## config.mk

```make
export PLATFORM = sky130hd
export DESIGN_NAME = ifu_fetch_flat
export DESIGN_NICKNAME = d
export VERILOG_FILES = /design/src/rtl/ifu_fetch_pkg.sv /design/src/rtl/ifu_fetch_if.sv /design/src/rtl/stl_reg.sv /design/src/rtl/ifu_fetch.sv /design/src/flat_wrapper.sv
export SDC_FILE = /design/constraint.sdc
export NUM_CORES = 1
export LEC_CHECK = 0
export ABC_AREA = 1
export CORE_MARGIN = 5
export CORE_UTILIZATION = 25
export CTS_CLUSTER_SIZE = 20
export DETAILED_ROUTE_END_ITERATION = 16
export PLACE_DENSITY_LB_ADDON = 0.1
export REMOVE_ABC_BUFFERS = 1
export SLEW_MARGIN = 25
export SYNTH_ARGS = -nofsm -noshare
export SYNTH_HDL_FRONTEND = slang
export SYNTH_SLANG_ARGS = --single-unit
```

## constraint.sdc

```tcl
create_clock -name i_clk -period 2.8 [get_ports i_clk]
set_input_delay 0.56 -clock i_clk [delete_from_list [all_inputs] [get_ports i_clk]]
set_output_delay 0.56 -clock i_clk [all_outputs]
set_load 0.005 [all_outputs]
```

## src/rtl/ifu_fetch_pkg.sv

```systemverilog
// Shared definitions for the instruction fetch unit: state encoding, error codes,
// bus response codes and the alignment helper.
package ifu_fetch_pkg;

    localparam int CPU_WIDTH = 32;

    localparam logic [1:0] ST_IDLE = 2'd0;
    localparam logic [1:0] ST_ADDR = 2'd1;
    localparam logic [1:0] ST_DATA = 2'd2;
    localparam logic [1:0] ST_OUT  = 2'd3;

    typedef enum logic [1:0] {
        S_IDLE = ST_IDLE,
        S_ADDR = ST_ADDR,
        S_DATA = ST_DATA,
        S_OUT  = ST_OUT
    } fetch_state_e;

    localparam logic [1:0] ERR_NONE     = 2'b00;
    localparam logic [1:0] ERR_MISALIGN = 2'b01;
    localparam logic [1:0] ERR_BUS      = 2'b10;

    localparam logic [1:0] RRESP_OKAY = 2'b00;

    function automatic logic is_aligned(input logic [CPU_WIDTH-1:0] pc);
        return (pc[1:0] == 2'b00);
    endfunction

endpackage

```

## src/rtl/ifu_fetch_if.sv

```systemverilog
// Bundle of the PC-stage, AR/R read channel and decode-stage signals of ifu_fetch.
// The master modport is the fetch unit's view; the slave modport is its environment.
interface ifu_fetch_if #(
    parameter int CNT_W = 32
) ();
    import ifu_fetch_pkg::*;

    logic [CPU_WIDTH-1:0] i_pc;
    logic                 i_fetch_en;
    logic [CPU_WIDTH-1:0] o_araddr;
    logic                 o_arvalid;
    logic                 i_arready;
    logic [31:0]          i_rdata;
    logic [1:0]           i_rresp;
    logic                 i_rvalid;
    logic                 o_rready;
    logic [31:0]          o_inst;
    logic [CPU_WIDTH-1:0] o_inst_pc;
    logic [1:0]           o_inst_err;
    logic                 o_inst_valid;
    logic                 i_inst_ready;
    logic                 o_pc_wen;
    logic [CNT_W-1:0]     o_fetch_cnt;

    modport master (
        input  i_pc, i_fetch_en, i_arready, i_rdata, i_rresp, i_rvalid, i_inst_ready,
        output o_araddr, o_arvalid, o_rready, o_inst, o_inst_pc, o_inst_err,
               o_inst_valid, o_pc_wen, o_fetch_cnt
    );

    modport slave (
        output i_pc, i_fetch_en, i_arready, i_rdata, i_rresp, i_rvalid, i_inst_ready,
        input  o_araddr, o_arvalid, o_rready, o_inst, o_inst_pc, o_inst_err,
               o_inst_valid, o_pc_wen, o_fetch_cnt
    );

endinterface

```

## src/rtl/stl_reg.sv

```systemverilog
// Generic enabled register with synchronous active-high reset to a parameterised value.
module stl_reg #(
    parameter int           W       = 32,
    parameter logic [W-1:0] RST_VAL = '0
) (
    input  logic         i_clk,
    input  logic         i_rst,
    input  logic         i_en,
    input  logic [W-1:0] i_d,
    output logic [W-1:0] o_q
);

    always_ff @(posedge i_clk) begin
        if (i_rst) begin
            o_q <= RST_VAL;
        end else if (i_en) begin
            o_q <= i_d;
        end
    end

endmodule

```

## src/rtl/ifu_fetch.sv

```systemverilog
// Instruction fetch master: samples the PC, performs one AR/R read and presents the
// instruction, its PC and an error code to decode over a valid/ready handshake.
module ifu_fetch
    import ifu_fetch_pkg::*;
#(
    parameter logic [CPU_WIDTH-1:0] RESET_PC = 32'h8000_0000,
    parameter int                   CNT_W    = 32
) (
    input logic         i_clk,
    input logic         i_rst,
    ifu_fetch_if.master bus
);

    fetch_state_e         state_reg;
    logic                 aligned;
    logic                 pc_en;
    logic                 inst_en;
    logic                 handshake;
    logic [CPU_WIDTH-1:0] pc_q;
    logic [31:0]          inst_next;
    logic [31:0]          inst_q;
    logic [1:0]           err_next;
    logic [1:0]           err_q;
    logic [CNT_W-1:0]     cnt_next;
    logic [CNT_W-1:0]     cnt_q;

    assign aligned   = is_aligned(bus.i_pc);
    assign pc_en     = (state_reg == S_IDLE) && bus.i_fetch_en;
    assign handshake = (state_reg == S_OUT) && bus.i_inst_ready;
    // A misaligned PC produces its result directly from IDLE, without touching the bus.
    assign inst_en   = (pc_en && !aligned) || ((state_reg == S_DATA) && bus.i_rvalid);
    assign cnt_next  = cnt_q + CNT_W'(1);

    always_comb begin
        inst_next = '0;
        err_next  = ERR_MISALIGN;
        if (state_reg == S_DATA) begin
            if (bus.i_rresp == RRESP_OKAY) begin
                inst_next = bus.i_rdata;
                err_next  = ERR_NONE;
            end else begin
                err_next  = ERR_BUS;
            end
        end
    end

    always_ff @(posedge i_clk) begin
        if (i_rst) begin
            state_reg <= S_IDLE;
        end else begin
            case (state_reg)
                S_IDLE: if (bus.i_fetch_en) state_reg <= aligned ? S_ADDR : S_OUT;
                S_ADDR: if (bus.i_arready)  state_reg <= S_DATA;
                S_DATA: if (bus.i_rvalid)   state_reg <= S_OUT;
                S_OUT:  if (bus.i_inst_ready) state_reg <= S_IDLE;
                default: state_reg <= S_IDLE;
            endcase
        end
    end

    stl_reg #(.W(CPU_WIDTH), .RST_VAL(RESET_PC)) u_pc_reg (
        .i_clk(i_clk), .i_rst(i_rst), .i_en(pc_en), .i_d(bus.i_pc), .o_q(pc_q)
    );

    stl_reg #(.W(32), .RST_VAL(32'h0)) u_inst_reg (
        .i_clk(i_clk), .i_rst(i_rst), .i_en(inst_en), .i_d(inst_next), .o_q(inst_q)
    );

    stl_reg #(.W(2), .RST_VAL(ERR_NONE)) u_err_reg (
        .i_clk(i_clk), .i_rst(i_rst), .i_en(inst_en), .i_d(err_next), .o_q(err_q)
    );

    stl_reg #(.W(CNT_W), .RST_VAL('0)) u_cnt_reg (
        .i_clk(i_clk), .i_rst(i_rst), .i_en(handshake), .i_d(cnt_next), .o_q(cnt_q)
    );

    assign bus.o_araddr     = pc_q;
    assign bus.o_inst_pc    = pc_q;
    assign bus.o_inst       = inst_q;
    assign bus.o_inst_err   = err_q;
    assign bus.o_fetch_cnt  = cnt_q;
    assign bus.o_arvalid    = (state_reg == S_ADDR);
    assign bus.o_rready     = (state_reg == S_DATA);
    assign bus.o_inst_valid = (state_reg == S_OUT);
    assign bus.o_pc_wen     = handshake;

endmodule

```

## src/flat_wrapper.sv

```systemverilog
// flat-port wrapper written by rule: the top's interface ports become plain ports
module ifu_fetch_flat import ifu_fetch_pkg::*;
#(
    parameter logic [CPU_WIDTH-1:0] RESET_PC = 32'h8000_0000,
    parameter int                   CNT_W    = 32
)
  (i_clk, i_rst, bus_i_pc, bus_i_fetch_en, bus_i_arready, bus_i_rdata, bus_i_rresp, bus_i_rvalid, bus_i_inst_ready, bus_o_araddr, bus_o_arvalid, bus_o_rready, bus_o_inst, bus_o_inst_pc, bus_o_inst_err, bus_o_inst_valid, bus_o_pc_wen, bus_o_fetch_cnt);
  ifu_fetch_if #(.CNT_W(CNT_W)) bus_i ();
  input logic i_clk;
  input logic i_rst;
  input wire logic [$bits(bus_i.i_pc)-1:0] bus_i_pc;
  input wire logic [$bits(bus_i.i_fetch_en)-1:0] bus_i_fetch_en;
  input wire logic [$bits(bus_i.i_arready)-1:0] bus_i_arready;
  input wire logic [$bits(bus_i.i_rdata)-1:0] bus_i_rdata;
  input wire logic [$bits(bus_i.i_rresp)-1:0] bus_i_rresp;
  input wire logic [$bits(bus_i.i_rvalid)-1:0] bus_i_rvalid;
  input wire logic [$bits(bus_i.i_inst_ready)-1:0] bus_i_inst_ready;
  output wire logic [$bits(bus_i.o_araddr)-1:0] bus_o_araddr;
  output wire logic [$bits(bus_i.o_arvalid)-1:0] bus_o_arvalid;
  output wire logic [$bits(bus_i.o_rready)-1:0] bus_o_rready;
  output wire logic [$bits(bus_i.o_inst)-1:0] bus_o_inst;
  output wire logic [$bits(bus_i.o_inst_pc)-1:0] bus_o_inst_pc;
  output wire logic [$bits(bus_i.o_inst_err)-1:0] bus_o_inst_err;
  output wire logic [$bits(bus_i.o_inst_valid)-1:0] bus_o_inst_valid;
  output wire logic [$bits(bus_i.o_pc_wen)-1:0] bus_o_pc_wen;
  output wire logic [$bits(bus_i.o_fetch_cnt)-1:0] bus_o_fetch_cnt;
  assign bus_i.i_pc = bus_i_pc;
  assign bus_i.i_fetch_en = bus_i_fetch_en;
  assign bus_i.i_arready = bus_i_arready;
  assign bus_i.i_rdata = bus_i_rdata;
  assign bus_i.i_rresp = bus_i_rresp;
  assign bus_i.i_rvalid = bus_i_rvalid;
  assign bus_i.i_inst_ready = bus_i_inst_ready;
  assign bus_o_araddr = bus_i.o_araddr;
  assign bus_o_arvalid = bus_i.o_arvalid;
  assign bus_o_rready = bus_i.o_rready;
  assign bus_o_inst = bus_i.o_inst;
  assign bus_o_inst_pc = bus_i.o_inst_pc;
  assign bus_o_inst_err = bus_i.o_inst_err;
  assign bus_o_inst_valid = bus_i.o_inst_valid;
  assign bus_o_pc_wen = bus_i.o_pc_wen;
  assign bus_o_fetch_cnt = bus_i.o_fetch_cnt;
  ifu_fetch #(.RESET_PC(RESET_PC), .CNT_W(CNT_W)) u_core (.i_clk(i_clk), .i_rst(i_rst), .bus(bus_i));
endmodule
```

==> results of run 1 <==
## layout by cell type (no fill, tap or decap), types with 2 or more instances in the layout
cell	Yosys	layout
a211oi_1	2	2
nand2_1	87	86
nand2_2	3	4
nor2_8	2	2
nand3_1	53	53
o21ai_0	70	70
nor2_4	7	7
nor2_2	2	3
a21oi_1	47	47
dfxtp_1	100	100
inv_2	4	5
inv_1	45	45
clkbuf_16	0	9
buf_4	33	7
o22ai_1	2	2
nand4_1	4	4
nor3_1	2	2
o21ai_1	2	2
and2_1	3	3
nor2_1	126	125
ha_1	6	6
clkdlybuf4s50_1	0	205
## power groups by stage
| stage | Clock [mW] | Combinational (mW) | Sequential, mW |
|---|---|---|---|
| 6_report | 1.30 | 1.83 | 1.91 |
| 5_1_grt | 1.41 | 2.04 | 1.95 |
| 4_1_cts | 1.35 | 1.87 | 1.92 |
| 3_5_place_dp | 0 | 1.86 | 1.94 |
| 3_3_place_gp | 0 | 1.84 | 1.94 |
| 2_1_floorplan | 0 | 0.641 | 1.95 |
## through the flow
| stage | instances | TNS [ns] |
|---|---|---|
| 2_1_floorplan | 578 | -0.5553 |
| 3_3_place_gp | 1020 | 0 |
| 3_5_place_dp | 1020 | 0 |
| 4_1_cts | 1036 | 0 |
| 5_1_grt | 1036 | 0 |
| 6_report | 1036 | 0 |
## worst paths after layout
path,end,slack [ns],depth (start not counted)
worst max-delay path,bus_o_pc_wen,0.38,4
worst min-delay path,u_core.u_cnt_reg.o_q[5]$_SDFFE_PP0P_,0.50,2
worst max register to register,u_core.u_inst_reg.o_q[12]$_SDFFE_PP0P_,0.89,9
worst min register to register,u_core.u_cnt_reg.o_q[5]$_SDFFE_PP0P_,0.50,2
## synthesized netlist by cell type, types with 3 or more instances
cell | number | area (µm²)
nand2_1 | 87 | 326.6
clkbuf_1 | 22 | 82.58
ha_1 | 6 | 75.07
nor2_4 | 7 | 78.83
nor2_1 | 126 | 473.0
o21ai_0 | 70 | 350.3
and2_1 | 3 | 18.77
nand4_1 | 4 | 25.02
buf_4 | 33 | 247.7
buf_2 | 7 | 35.03
inv_1 | 45 | 168.9
a21oi_1 | 47 | 235.2
nand3_1 | 53 | 265.3
dfxtp_1 | 100 | 2002
nand2_2 | 3 | 18.77
inv_2 | 4 | 15.01
## kinds of logic (layout without fill, tap and decap cells)
group,Yosys count,after routing,synth area share
XOR/XNOR,2,2,0.003790
adder cells (fa/ha/maj),6,6,0.01624
buffers and inverters,112,279,0.1196
AO/OA/AOI/OAI,124,124,0.1364
multiplexers,1,1,0.002165
AND/OR/NAND/NOR,295,295,0.2888
flip-flops,100,100,0.4330
## layout make-up
class	count	share of cell area
Clock buffer	11	0.03479
Clock inverter	5	0.008608
Inverter	50	0.02690
Multi-Input combinational cell	428	0.2972
Sequential cell	100	0.2869
Tap cell	229	0.04107
Timing Repair Buffer	213	0.3045
## critical path, cell delays in order
cell and delay [ns]:
clkdlybuf4s50_1 0.49, nand2_2 0.13, inv_1 0.16, clkdlybuf4s50_1 0.52
## routing by layer
layer | part of all wire | routed length (µm) | vias up | GRT usage
li1 | - | - | 2366 | -
met1 | 0.41 | 6091 | 2041 | 0.1584
met2 | 0.49 | 7158 | 125 | 0.2363
met3 | 0.083 | 1224 | 15 | 0.05170
met4 | 0.017 | 245 | 0 | 0.04421
met5 | 0 | 0 | - | 0
==> reports/qor.txt, run 1 <==
TritonCTS clock tree - built
CP Class - input pin to output pin
Slew @ Worst Pin - 0.4770 ns
WL/cell - 14.21 µm
Final Max Slew Viols - 0
Power Total - 5.042 mW
Clock latency on the worst-skew pair - 0.35 ns
Routed vias/inst - 4.389
CTS clk-pin slew, worst paths - 0.07 ns
Die footprint - 0.02131 mm²
RSZ-0062 raised after global routing - no
Crit path from - bus_i_inst_ready
Crit path launch type - input pin
Final wirelength - 14.72 mm
Post-place setup slack - 0.3664 ns
IO Count - 206
FF-to-FF Start - u_core.state_reg[0]$_SDFFE_PP0P_
Row count - 49
Hold Crit Start - u_core.u_cnt_reg.o_q[5]$_SDFFE_PP0P_
Detailed Place HPWL - 10.94 mm
Initial antenna violation count - 0
Fillers - 1,841
Top flop regs - u_core.u_cnt_reg.o_q: 32 flops, u_core.u_inst_reg.o_q: 32 flops, u_core.u_pc_reg.o_q: 32 flops
Via count - 4,547
CTS Sinks - 100
Syn. warnings - 0
Final worst setup slack - 0.3779 ns
Root buf cell - clkbuf_16
# port buffers - 205
# resized after CTS - 0
Final hold viol count - 0
DRC viols - 0
Post-DP Area - 0.006674 mm²
Syn Inst Count - 640
P_int - 3.442 mW
Global-route wire length before repair - 23.96 mm
Mean Syn Cell Area - 7.224 µm²
Area of the multi-input gates - 0.002073 mm²
Setup Skew - 0.006830 ns
F_max - 412.9 MHz
Largest net degree at the start of global routing - 91
Post-route standard cell area excluding fillers - 0.006977 mm²
MaxCap Viol Count - 0
Worst setup EP type - output pin
ANT cells - 0
Area Overhead vs Synth - 50.91%
WHS - 0.5022 ns
Die width - 146.0 µm
DR iter-0 viols - 167
Final core utilization - 0.3857
Status - finished clean
Buffer count from post-CTS setup fixing - 0
Crit path max fanout - 7
Nets - 880
Sequential area share after synthesis - 0.4330
Iteration count of the initial detailed-routing pass - 4
Post-synth EDFFs - 0
Crit path DAT - 1.86 ns
Power per standard cell area - 722.8 mW/mm²
CTS Buf Count - 9
Deepest clock path buffer count - 2
Overall routing resource usage - 0.1375
Antenna-violating nets left - 0
Final Setup Violations - 0
Rel. slew slack - 0.6809
Ratio of final minimum period to clock period - 0.8650
GRT Residual Overflow - 0
Net Sw Power - 1.600 mW
Layout cells sized above 1 - 0.05948
Switching Fraction - 0.3173
Starting Density - 0.2556
CP Data Required Time - 2.24 ns
Lkg Pwr - 2.598 nW
CTS Hold Bufs - 0
GP Congestion - 0.7842
Clk pwr share - 0.257
Core Box Area - 0.01809 mm²
Vias in the first global route - 4,580
Hold Path Class - register to register
Sequential Power Share - 0.379
Post-synth ARST share - 0
Flops & latches, synth - 100
Post-Syn Area - 0.004623 mm²
Max VDD drop - 0.3084 mV
Reg area - 0.002002 mm²
Post-route minimum period - 2.422 ns
H-tree depth - 3
Netlist cell types - 33
Chip Height - 146.0 µm
Comb power frac - 0.363
Primary FF master, synth - dfxtp_1
No activity file was read; power rests on OpenSTA's default activity.
==> run 2, diff against run 1 <==
--- a/config.mk
+++ b/config.mk
@@ -6,7 +6,8 @@
 export NUM_CORES = 1
 export LEC_CHECK = 0
 export ABC_AREA = 1
-export CORE_MARGIN = 5
+export CORE_ASPECT_RATIO = 0.7
+export CORE_MARGIN = 4
 export CORE_UTILIZATION = 25
 export CTS_CLUSTER_SIZE = 20
 export DETAILED_ROUTE_END_ITERATION = 16
==> reports/qor.txt, run 2 (synthesis results as in run 1) <==
Status - finished clean
Most frequent cells in the layout - clkdlybuf4s50_1, nor2_1, dfxtp_1
Detailed Place HPWL - 11.00 mm
Rel. slew slack - 0.6261
Largest net degree at the start of global routing - 68
Routed vias/inst - 4.337
Deepest clock path buffer count - 2
CTS Hold Bufs - 0
Final hold viol count - 0
Worst Reg2Reg Path Length in Cells - 8
TritonCTS clock tree - built
Crit path launch type - input pin
Crit path max fanout - 7
F_max - 410.8 MHz
Iteration count of the initial detailed-routing pass - 4
MaxCap Viol Count - 0
Nets - 880
Root buf cell - clkbuf_16
RSZ-0062 raised after global routing - no
ANT cells - 0
CTS Buf Count - 9
CTS clk-pin slew, worst paths - 0.07 ns
CTS Sinks - 100
Global-route wire length before repair - 23.32 mm
CP Data Required Time - 2.24 ns
R2R Setup Slk - 0.88 ns
DP Cell Count - 1,027
Worst Hold Path EP - u_core.u_err_reg.o_q[0]$_SDFFE_PP0P_
Die footprint - 0.02077 mm²
IO Count - 206
Clock latency on the worst-skew pair - 0.35 ns
FF-to-FF Start - u_core.state_reg[0]$_SDFFE_PP0P_
# resized after CTS - 0
Power Total - 5.173 mW
DRC viols - 0
Starting Density - 0.2553
DR iter-0 viols - 200
Area Overhead vs Synth - 51.88%
Final Max Slew Viols - 0
Buffer count from post-CTS setup fixing - 0
Antenna-violating nets left - 0
WL/cell - 14.12 µm
Crit path DAT - 1.87 ns
Die width - 170.5 µm
Ratio of final minimum period to clock period - 0.8693
Hold Crit Start - u_core.u_err_reg.o_q[0]$_SDFFE_PP0P_
Core Box Area - 0.01811 mm²
Overall routing resource usage - 0.1411
H-tree depth - 3
Hold depth - 2
Slew @ Worst Pin - 0.5609 ns
Row count - 41
# port buffers - 205
Chip Height - 121.8 µm
Power per standard cell area - 736.8 mW/mm²
Worst setup EP type - output pin
Post-route minimum period - 2.434 ns
Initial antenna violation count - 0
Layout cells sized above 1 - 0.05824
Setup Skew - 0.008058 ns
Fin cells - 1,043
GP Congestion - 0.8068
Vias in the first global route - 4,279
Worst r2r dst - u_core.u_inst_reg.o_q[11]$_SDFFE_PP0P_
Max VDD drop - 0.3458 mV
Via count - 4,524
Lkg Pwr - 2.618 nW
Commonest non-fill, non-tap cell in the layout - clkdlybuf4s50_1
CP Class - input pin to output pin
GRT Residual Overflow - 0
Top flop regs - u_core.u_cnt_reg.o_q: 32 flops, u_core.u_inst_reg.o_q: 32 flops, u_core.u_pc_reg.o_q: 32 flops
WHS - 0.4889 ns
Final wirelength - 14.73 mm
Hold Path Class - register to register
Final Setup Violations - 0
==> run 2: changes by cell type in the layout (fill, tap and decap cells not counted), sizes merged <==
cell,previous run,this run
clkbuf,11,10
inv,51,50
clkinv,2,3
bufinv,1,3
clkinvlp,1,0
==> run 2: area by class of cell <==
type	count	area [µm²]
clock inverter	6	112.6
inverter	50	187.7
fill	1866	11090
sequential	100	2002
timing repair buffer	213	2125
tap	236	295.3
clock buffer	10	229.0
multi-input combinational	428	2071
==> run 2: worst max path at each step <==
stage	from	endpoint	slack, ns	depth (start not counted)
3_3_place_gp	bus_i_inst_ready	bus_o_pc_wen	0.35	4
5_1_grt	bus_i_inst_ready	bus_o_pc_wen	0.31	4
6_report	bus_i_inst_ready	bus_o_pc_wen	0.37	4
4_1_cts	bus_i_inst_ready	bus_o_pc_wen	0.35	4
3_5_place_dp	bus_i_inst_ready	bus_o_pc_wen	0.36	4
2_1_floorplan	u_core.state_reg[0]$_SDFFE_PP0P_	u_core.u_err_reg.o_q[1]$_SDFFE_PP0P_	-0.05	9
==> run 2: power by group <==
part           total (mW)  internal (mW)  switching [mW]
clock                1.43          0.876           0.557
sequential           1.90           1.71           0.187
combinational        1.84           1.01           0.826
total                5.17           3.60            1.57
==> run 2: critical path: stages <==
cell and delay, ns:
clkdlybuf4s50_1 0.49, nand2_2 0.13, inv_1 0.15, clkdlybuf4s50_1 0.54
==> run 2: metrics by stage <==
step / utilization / area, µm² / worst slack (ns) / setup TNS (ns)
3_5_place_dp: 0.3689 / 6680 / 0.3564 / 0
6_report: 0.3878 / 7022 / 0.3659 / 0
3_3_place_gp: 0.3689 / 6680 / 0.3501 / 0
2_1_floorplan: - / 4258 / -0.04976 / -0.5553
4_1_cts: 0.3878 / 7022 / 0.3530 / 0
5_1_grt: 0.3878 / 7022 / 0.3121 / 0
==> run 2: routing by layer <==
layer  up-vias  track usage  share of wire  routed length (µm)
met5         -            0              0                   0
met4         0      0.03840          0.015                 222
met3        15      0.06260          0.097                1434
met1      2006       0.1827           0.45                6691
met2       138       0.2147           0.43                6381
li1       2365            -              -                   -
==> run 3, diff against run 2 <==
--- a/config.mk
+++ b/config.mk
@@ -5,10 +5,11 @@
 export SDC_FILE = /design/constraint.sdc
 export NUM_CORES = 1
 export LEC_CHECK = 0
-export ABC_AREA = 1
+export ABC_AREA = 0
 export CORE_ASPECT_RATIO = 0.7
 export CORE_MARGIN = 4
 export CORE_UTILIZATION = 25
+export CTS_CLUSTER_DIAMETER = 30
 export CTS_CLUSTER_SIZE = 20
 export DETAILED_ROUTE_END_ITERATION = 16
 export PLACE_DENSITY_LB_ADDON = 0.1
==> reports/qor.txt, run 3 <==
Worst setup EP type - output pin
Root buf cell - clkbuf_16
Synth top area cells - dfxtp_1, a21oi_1, nand2_1
Die width - 165.3 µm
Crit path from - bus_i_inst_ready
Clock latency on the worst-skew pair - 0.34 ns
Post-synth ARST share - 0
Initial antenna violation count - 0
Via count - 4,068
ANT cells - 0
Post-DP Area - 0.006356 mm²
RSZ-0062 raised after global routing - no
Final wirelength - 13.84 mm
DRC viols - 0
Top flop regs - u_core.u_cnt_reg.o_q: 32 flops, u_core.u_inst_reg.o_q: 32 flops, u_core.u_pc_reg.o_q: 32 flops
XOR/XNOR Fraction of Synth Area - 0.02427
Lkg Pwr - 2.257 nW
Setup Skew - 0.009554 ns
CTS Sinks - 100
# resized after CTS - 0
Antenna-violating nets left - 0
WL/cell - 15.17 µm
Iteration count of the initial detailed-routing pass - 4
Synth top cells by count - nand2_1, dfxtp_1, a21oi_1
Adder-cell area share of the yosys netlist - 0.01734
Slew @ Worst Pin - 0.5031 ns
Power per standard cell area - 596.0 mW/mm²
Commonest non-fill, non-tap cell in the layout - clkdlybuf4s50_1
FF-to-FF Start - u_core.state_reg[0]$_SDFFE_PP0P_
Post-route standard cell area excluding fillers - 0.006636 mm²
Largest family of logic cells by synthesized area - simple AND/OR/NAND/NOR gates
Synth Area in Simple Gates - 0.2528
DR iter-0 viols - 202
Layout cells sized above 1 - 0.05386
Status - finished clean
Global-route wire length before repair - 21.96 mm
Fillers - 1,673
Post-route minimum period - 2.416 ns
Count leader, synth - nand2_1
Most frequent cells in the layout - clkdlybuf4s50_1, nand2_1, dfxtp_1
Deepest clock path buffer count - 2
Crit path DAT - 1.86 ns
Overall routing resource usage - 0.1385
Share of the synthesized area in the top cell type - 0.4623
CTS Buf Count - 9
Hold depth - 2
Die footprint - 0.01953 mm²
GP Congestion - 0.7849
IO Count - 206
Buffer count from post-CTS setup fixing - 0
CTS Hold Bufs - 0
Worst Reg2Reg Path Length in Cells - 6
Mean Syn Cell Area - 8.264 µm²
H-tree depth - 3
Starting Density - 0.2602
Syn Inst Count - 524
Power Total - 3.955 mW
CP Data Required Time - 2.24 ns
Area Overhead vs Synth - 53.25%
Final hold viol count - 0
# port buffers - 205
Chip Height - 118.1 µm
Nets - 760
Sum Neg Setup Slack - 0 ns
F_max - 413.9 MHz
GRT Residual Overflow - 0
Final Setup Violations - 0
Post-synth EDFFs - 0
Synth Area in Compound Gates - 0.1312
Ratio of final minimum period to clock period - 0.8629
Syn. warnings - 0
Hold Crit Start - u_core.u_inst_reg.o_q[30]$_SDFFE_PP0P_
Final core utilization - 0.3988
Sequential area share after synthesis - 0.4623
Row count - 39
Crit path launch type - input pin
TritonCTS clock tree - built
Final Max Slew Viols - 0
Largest net degree at the start of global routing - 43
Worst r2r dst - u_core.u_cnt_reg.o_q[18]$_SDFFE_PP0P_
Detailed Place HPWL - 10.07 mm
CTS clk-pin slew, worst paths - 0.06 ns
Primary FF master, synth - dfxtp_1
Post-Syn Area - 0.004330 mm²
Vias in the first global route - 4,103
Flops & latches, synth - 100
Crit path max fanout - 4
R2R Setup Slk - 0.66 ns
Mux contribution to synthesized area - 0.01242
Rel. slew slack - 0.6646
Yosys top cell by area - dfxtp_1
CP Class - input pin to output pin
Routed vias/inst - 4.461
Netlist cell types - 44
MaxCap Viol Count - 0
WHS - 0.4509 ns
Worst Hold Path EP - u_core.u_inst_reg.o_q[30]$_SDFFE_PP0P_
Max VDD drop - 0.3119 mV
Core Box Area - 0.01664 mm²
Hold Path Class - register to register
==> run 3: cell types whose count changed in the layout (fill, tap and decap cells not counted), moves of 6 or more <==
cell	change
nor2_4	-7
nand3_1	-16
xor2_1	+9
o31ai_1	+9
o21ai_0	-63
inv_1	-39
nand4_1	+8
nor2_1	-102
nand2_1	+19
and4_1	+6
a21oi_1	+34
nor2b_1	+6
or4_1	+9
or3_1	+6
==> run 3: layout make-up <==
type,count,area (µm²),share of cell area
Clock inverter,5,37.54,0.005656
Tap cell,225,281.5,0.04242
Timing Repair Buffer,216,2145,0.3232
Inverter,6,22.52,0.003394
Sequential cell,100,2002,0.3017
Multi-Input combinational cell,349,1906,0.2871
Clock buffer,11,242.7,0.03658
==> run 3: per-stage QoR <==
step / std cells / setup slack [ns]
3_3_place_gp: 896 / 0.3502
6_report: 912 / 0.3838
3_5_place_dp: 896 / 0.2994
4_1_cts: 912 / 0.3526
2_1_floorplan: 455 / -0.1040
5_1_grt: 912 / 0.2462
==> run 3: how the worst max path moves through the flow <==
stage | to | cells past startpoint | slack, ns
3_5_place_dp | u_core.u_cnt_reg.o_q[25]$_SDFFE_PP0P_ | 6 | 0.30
3_3_place_gp | u_core.u_cnt_reg.o_q[18]$_SDFFE_PP0P_ | 6 | 0.35
5_1_grt | bus_o_pc_wen | 3 | 0.25
4_1_cts | bus_o_pc_wen | 3 | 0.35
2_1_floorplan | u_core.u_inst_reg.o_q[0]$_SDFFE_PP0P_ | 5 | -0.10
6_report | bus_o_pc_wen | 3 | 0.38
==> run 3: layer usage <==
layer | global-route usage | vias up | wire (µm)
met3 | 0.06615 | 7 | 1400
met4 | 0.02679 | 0 | 91
met2 | 0.2311 | 118 | 6598
li1 | - | 2073 | -
met5 | 0 | - | 0
met1 | 0.1630 | 1870 | 5746
==> run 3: worst max-delay path: stages <==
cell and delay, ns:
clkdlybuf4s50_1 0.52, and2_1 0.23, clkdlybuf4s50_1 0.54
==> run 3: power by group <==
group | internal (mW) | switching [mW]
Clock | 0.630 | 0.550
Combinational | 0.586 | 0.568
Sequential | 1.53 | 0.0891
Total | 2.75 | 1.21
==> run 3: logic make-up after synthesis <==
family | after synthesis
adder cells (fa/ha/maj) | 6
XOR/XNOR | 12
flip-flops | 100
AND/OR/NAND/NOR | 222
AO/OA/AOI/OAI | 104
multiplexers | 5
buffers and inverters | 75
